## config.mk

```make
export PLATFORM = sky130hd
export DESIGN_NAME = decode_scoreboard
export DESIGN_NICKNAME = d
export VERILOG_FILES = /design/src/rtl/decode_scoreboard.sv
export SDC_FILE = /design/constraint.sdc
export NUM_CORES = 1
export LEC_CHECK = 0
export CORE_ASPECT_RATIO = 1.1
export CORE_MARGIN = 3
export CORE_UTILIZATION = 25
export CTS_BUF_LIST = sky130_fd_sc_hd__clkbuf_16
export DETAILED_ROUTE_END_ITERATION = 12
export PLACE_DENSITY_LB_ADDON = 0.3
export SLEW_MARGIN = 25
export SYNTH_ARGS = -nofsm -noshare
export SYNTH_HDL_FRONTEND = slang
export SYNTH_SLANG_ARGS = --single-unit
```

## constraint.sdc

```tcl
create_clock -name clk -period 3.87 [get_ports clk]
set_input_delay 0.774 -clock clk [delete_from_list [all_inputs] [get_ports clk]]
set_output_delay 0.774 -clock clk [all_outputs]
set_load 0.005 [all_outputs]
```

## src/rtl/decode_scoreboard.sv

```systemverilog
// decode_scoreboard
// Register-hazard scheduler for the decode stage. Each architectural
// register (except x0) has a small counter of writes that decode has issued
// and writeback has not yet retired. Decode is stalled on RAW hazards and
// when a counter is at its maximum (WAW saturation). The stall is released
// when writeback retires the pending write.
//
// Optional feature macro: SB_FORWARD_EN
//   When defined, a source operand whose only outstanding write is being
//   written back this very cycle is bypassed from wd3 (fwd_rs1/fwd_rs2 = 1)
//   instead of stalling. When undefined, fwd_rs1/fwd_rs2 are tied to 0.
//
// Ports:
//   clk, rst_n            clock, asynchronous active-low reset
//   issue_valid           decode holds a valid instruction
//   rs1, rs2, use_rs1/2   source register addresses and read enables
//   rd, regwrite          destination register and write enable
//   flush                 kill the instruction in decode
//   wb_valid, wb_rd       writeback strobe and address (rf we3/ad3)
//   stall                 hold fetch/decode this cycle
//   issue_fire            instruction leaves decode this cycle
//   busy                  at least one write outstanding
//   outstanding           total outstanding writes
//   stall_cycles          saturating count of stalled cycles
//   err_underflow         sticky: writeback with nothing outstanding
//   fwd_rs1, fwd_rs2      operand bypass selects
`default_nettype none

module decode_scoreboard #(
  parameter int AW     = 5,
  parameter int CNT_W  = 2,
  parameter int PERF_W = 32
) (
  input  logic                clk,
  input  logic                rst_n,
  input  logic                issue_valid,
  input  logic [AW-1:0]       rs1,
  input  logic [AW-1:0]       rs2,
  input  logic                use_rs1,
  input  logic                use_rs2,
  input  logic [AW-1:0]       rd,
  input  logic                regwrite,
  input  logic                flush,
  input  logic                wb_valid,
  input  logic [AW-1:0]       wb_rd,
  output logic                stall,
  output logic                issue_fire,
  output logic                busy,
  output logic [AW+CNT_W-1:0] outstanding,
  output logic [PERF_W-1:0]   stall_cycles,
  output logic                err_underflow,
  output logic                fwd_rs1,
  output logic                fwd_rs2
);

  localparam int NREG = 2**AW;
  localparam int OW   = AW + CNT_W;
  localparam logic [CNT_W-1:0] CNT_MAX = '1;
  localparam logic [CNT_W-1:0] CNT_ONE = CNT_W'(1);

  // Per-register counter; its value encodes the register state:
  // 0 = IDLE, 1..max-1 = PENDING, max = FULL.
  logic [CNT_W-1:0] cnt      [NREG];
  logic [CNT_W-1:0] cnt_next [NREG];

  logic raw1, raw2, sat;
  logic haz1, haz2;
  logic fwd1, fwd2;
  logic inc_any, dec_any, underflow_hit;

  function automatic logic [PERF_W-1:0] sat_inc(input logic [PERF_W-1:0] v);
    sat_inc = (v == '1) ? v : v + PERF_W'(1);
  endfunction

  function automatic logic is_full(input logic [CNT_W-1:0] c);
    is_full = (c == CNT_MAX);
  endfunction

  // Hazard evaluation and decode handshake (combinational)
  always_comb begin
    raw1 = use_rs1 && (rs1 != '0) && (cnt[rs1] != '0);
    raw2 = use_rs2 && (rs2 != '0) && (cnt[rs2] != '0);
    sat  = regwrite && (rd != '0) && is_full(cnt[rd]);
    fwd1 = 1'b0;
    fwd2 = 1'b0;
`ifdef SB_FORWARD_EN
    // The last outstanding write is landing now: take the operand from wd3.
    fwd1 = raw1 && wb_valid && (wb_rd == rs1) && (cnt[rs1] == CNT_ONE);
    fwd2 = raw2 && wb_valid && (wb_rd == rs2) && (cnt[rs2] == CNT_ONE);
`endif
    haz1 = raw1 && !fwd1;
    haz2 = raw2 && !fwd2;

    // rst_n gating keeps the handshake quiet while reset is held.
    stall      = rst_n && issue_valid && !flush && (haz1 || haz2 || sat);
    issue_fire = rst_n && issue_valid && !flush && !(haz1 || haz2 || sat);
    fwd_rs1    = rst_n && fwd1;
    fwd_rs2    = rst_n && fwd2;

    // x0 is never tracked, so both strobes ignore address 0.
    inc_any       = issue_fire && regwrite && (rd != '0);
    dec_any       = wb_valid && (wb_rd != '0) && (cnt[wb_rd] != '0);
    underflow_hit = wb_valid && (wb_rd != '0) && (cnt[wb_rd] == '0);
  end

  // Next counter values: simultaneous inc and dec on a register cancel.
  always_comb begin
    for (int r = 0; r < NREG; r++) begin
      cnt_next[r] = cnt[r];
      if (inc_any && (rd == AW'(r)) && !(dec_any && (wb_rd == AW'(r))))
        cnt_next[r] = cnt[r] + CNT_ONE;
      else if (dec_any && (wb_rd == AW'(r)) && !(inc_any && (rd == AW'(r))))
        cnt_next[r] = cnt[r] - CNT_ONE;
    end
  end

  // Register state
  always_ff @(posedge clk or negedge rst_n) begin
    if (!rst_n) begin
      for (int r = 0; r < NREG; r++) cnt[r] <= '0;
      outstanding   <= '0;
      stall_cycles  <= '0;
      err_underflow <= 1'b0;
    end else begin
      for (int r = 0; r < NREG; r++) cnt[r] <= cnt_next[r];
      case ({inc_any, dec_any})
        2'b10:   outstanding <= outstanding + OW'(1);
        2'b01:   outstanding <= outstanding - OW'(1);
        default: outstanding <= outstanding;
      endcase
      if (stall) stall_cycles <= sat_inc(stall_cycles);
      if (underflow_hit) err_underflow <= 1'b1;
    end
  end

  assign busy = (outstanding != '0);

endmodule

`default_nettype wire

```

==> qor_table.md <==
| Quantity | Value |
|:---|:---|
| Most frequent standard cell in the layout excluding fill and tap cells | sky130_fd_sc_hd__dfrtp_1 |
| Fraction of final layout cells sized beyond drive strength 1 | 24.5% |
| Sink of the worst hold path | cnt[63] |
| Antenna Cells | 0 |
| FF+latch count, synth | 104 |
| Share of the clock period used by the worst path after layout | 97.1% |
| Depth of the worst register-to-register path | 17 |
| Clock latency on the worst-skew pair | 350 ps |
| Number of DRC violations after detailed routing | 0 |
| Post-CTS clock slew at the launch and capture registers of the worst setup and hold paths | 70 ps |
| Share of Yosys cell area claimed by the top area cell type | 35.8% |
| Avg WL per Cell | 17.8 um |
| Worst Skew | 8.16 ps |
| DRT antenna net count | 0 |
| Count of mapped cells out of synthesis | 785 |
| Wire length of the first global-routing pass | 36400 um |
| Total CTS buffers | 9 |
| Gpl congestion | 0.917 |
| Leading register cell type out of synthesis | sky130_fd_sc_hd__dfrtp_1 |
| Leakage power total | 4.44 nW |
| Final-report max-slew violation count | 0 |
| Count of buffers inserted at the top-level ports | 70 |
| Maximum ir drop on the vdd rail | 0.000219 V |
| Placed wire-length estimate | 17000 um |
| Count of final setup violators | 0 |
| Actual transition at the worst max-transition pin | 698 ps |
| Fin cells | 1304 |
| Final hold violation count | 0 |
| Endpoint of the most critical register-to-register path | outstanding[6] |
| Setup CP Type | primary input to flip-flop |
| Count of distinct cell types in the synthesized netlist | 59 |
| Clock Root Buffer | sky130_fd_sc_hd__clkbuf_16 |
| Number of global-route vias before repair | 6432 |
| Die H | 185 um |
| Worst setup EP type | flip-flop |
| Top achievable clock speed | 0.266 GHz |
| Detailed-route wire length | 23200 um |
| Area post-placement | 0.00904 mm2 |
| Standard cell core area | 0.0282 mm2 |
| Routed vias | 6443 |
| Power Dens Cells | 506 mW/mm2 |
| Number of nets at the end of the flow | 1005 |
| Gr ovfl total | 0 |
| Yosys synthesis warning count | 0 |
| Count of hold buffers inserted by post-cts repair | 0 |
| Instance count along the most critical hold path | 0 |
| Number of sinks on the clock net | 104 |
| Die width | 169 um |
| Global-route total usage across every layer | 14.8% |
| Initial core utilization | 25.8% |
| Start of the worst register-to-register path | cnt[18] |
| Worst Path Arrival | 4000 ps |
| Number of enable-type register cells in the synthesized netlist | 0 |
| CTS tree | yes |
| Top cells by area, synth | sky130_fd_sc_hd__dfrtp_1 36%, sky130_fd_sc_hd__xor2_1 12%, sky130_fd_sc_hd__ha_1 6.5% |
| Run status | finished, final reports clean |
| Hold path start | cnt[63] |
| Classification of the worst-slack hold path | flip-flop to flip-flop |
| Library cell with the largest summed area after synthesis | sky130_fd_sc_hd__dfrtp_1 |
| Area enclosed by the die boundary | 0.0312 mm2 |
| Launching element type of the critical path | primary input |
| Largest buffer count on any clock path | 2 |
| Reg2Reg Setup Slack | 160 ps |
| Avg Cell Area, Syn | 9.26 um2 |
| Maximum fanout count along the critical path | 6 |
| Io pins | 73 |
| Critical path required time | 4110 ps |
| Non-Filler Cell Area, Final | 0.00985 mm2 |
| Unrepaired setup endpoints after global routing | yes |
| Most used cells in the layout excluding fill and tap cells | 104 x sky130_fd_sc_hd__dfrtp_1, 99 x sky130_fd_sc_hd__buf_4, 96 x sky130_fd_sc_hd__xor2_1, 95 x sky130_fd_sc_hd__nor2_1, 60 x sky130_fd_sc_hd__nand2_1 |
| Number of violations reported at the end of detailed-routing iteration 0 | 446 |
| Post-Syn Area | 0.00727 mm2 |
| Fill cells | 2930 |
| Inst Count DP | 1274 |
| Largest net degree at the start of global routing | 75 |
| Min Clock Period, post-route | 3760 ps |
| Drt via density | 4.94 |
| Area overhead of the layout relative to synthesis | 35.5% |
| Seq/Total Area, Yosys | 35.8% |
| Max-Cap Viols | 0 |
| Row cnt | 64 |
| Number of detailed-route iterations in the first pass | 4 |
| H-tree levels | 3 |
| Number of antenna violations at the first check in global routing | 0 |
| Async set-or-reset flop fraction in the synthesized netlist | 100% |
| Rel. slew slack | 53.5% |
[layer usage]
layer	wire (um)	vias up	GRT usage [%]
met5	0	-	0
met4	327	0	2.72
met3	1330	26	3.39
met2	10800	201	24.4
met1	10800	3132	20.1
li1	-	3084	-
[how the worst max path moves through the flow]
| stage | from | endpoint | slack [ps] |
|---|---|---|---|
| 6_report | rs1[1] | outstanding[6] | 110 |
| 2_1_floorplan | rs1[0] | outstanding[6] | -50 |
| 4_1_cts | rs2[3] | outstanding[6] | 6 |
| 3_3_place_gp | rs1[1] | outstanding[6] | -680 |
| 5_1_grt | rd[1] | outstanding[6] | -20 |
| 3_5_place_dp | rs1[1] | outstanding[6] | -710 |
[kinds of logic after synthesis]
group           count (synthesis)  synth area share [%]
simple gates                  355                  25.1
xor+xnor                      131                  15.8
flops                         104                  35.8
compound gates                 80                  7.13
buf+inv                        54                  3.80
fa+ha+maj                      39                  6.82
mux                            21                  5.47
other cells                     1                0.0516
[registers in the layout, summed over array words and instances, names as in the netlist]
signal         flops
cnt               64
stall_cycles      32
outstanding        7
err_underflow      1
[stage by stage]
step	TNS [ps]	util (%)	hold WS (ps)	worst slack (ps)	total power [W]
floorplan	-49.6	-	451	-49.6	0.00298
global placement	-15340	32.1	431	-684	0.00386
detailed placement	-16920	32.1	412	-705	0.00386
CTS	0	33.9	428	6.18	0.00484
global route	-20.8	34.9	440	-20.8	0.00529
finish	0	34.9	422	113	0.00498
[timing repair]
item | CTS | global route
pin swaps | 19 | 21
setup buffers | 6 | 8
resized for setup | 40 | 87
cloned | 3 | 0
setup endpoints to repair | 7 | 6
[Yosys cell counts, types with 6 or more instances]
cell / count
sky130_fd_sc_hd__o21ai_0: 25
sky130_fd_sc_hd__mux4_2: 13
sky130_fd_sc_hd__nand2b_1: 10
sky130_fd_sc_hd__nor2_1: 103
sky130_fd_sc_hd__nor3_1: 40
sky130_fd_sc_hd__dfrtp_1: 104
sky130_fd_sc_hd__nand3_1: 29
sky130_fd_sc_hd__clkbuf_1: 25
sky130_fd_sc_hd__xor2_1: 96
sky130_fd_sc_hd__nor3b_1: 8
sky130_fd_sc_hd__ha_1: 38
sky130_fd_sc_hd__and3_1: 9
sky130_fd_sc_hd__nor2b_1: 9
sky130_fd_sc_hd__a21oi_1: 15
sky130_fd_sc_hd__inv_1: 7
sky130_fd_sc_hd__nand2_1: 61
sky130_fd_sc_hd__buf_4: 6
sky130_fd_sc_hd__a211oi_1: 15
sky130_fd_sc_hd__nand4b_1: 7
sky130_fd_sc_hd__nor4_1: 22
sky130_fd_sc_hd__xnor2_1: 35
sky130_fd_sc_hd__buf_2: 11
sky130_fd_sc_hd__nand4_1: 28
[critical path, cell delays in order]
cell and delay (ps):
sky130_fd_sc_hd__buf_6 110, sky130_fd_sc_hd__buf_12 130, sky130_fd_sc_hd__nor3_2 160, sky130_fd_sc_hd__a211oi_1 60
sky130_fd_sc_hd__or4_4 560, sky130_fd_sc_hd__a211oi_4 290, sky130_fd_sc_hd__o2111a_2 290, sky130_fd_sc_hd__and2_4 170
sky130_fd_sc_hd__nand2b_4 50, sky130_fd_sc_hd__ha_4 180, sky130_fd_sc_hd__buf_6 120, sky130_fd_sc_hd__ha_1 260
sky130_fd_sc_hd__inv_1 70, sky130_fd_sc_hd__o21bai_1 80, sky130_fd_sc_hd__a21o_1 180, sky130_fd_sc_hd__a21oi_2 130
sky130_fd_sc_hd__xnor2_1 130, sky130_fd_sc_hd__nor2_1 70, sky130_fd_sc_hd__xor2_1 150
[final cells by class]
class	instances	area [um2]	share of cell area (%)
multi-input combinational	628	4730	48.0
sequential	104	2600	26.4
timing repair buffer	188	1760	17.8
tap	363	454	4.61
clock buffer	9	225	2.29
clock inverter	5	50.0	0.508
inverter	7	28.8	0.292
[power breakdown]
part	total, W	switching, W	internal, W
Clock	0.000896	0.000406	0.000490
Combinational	0.00211	0.000994	0.00112
Sequential	0.00198	0.000547	0.00143
No activity file was read; power rests on OpenSTA's default activity.
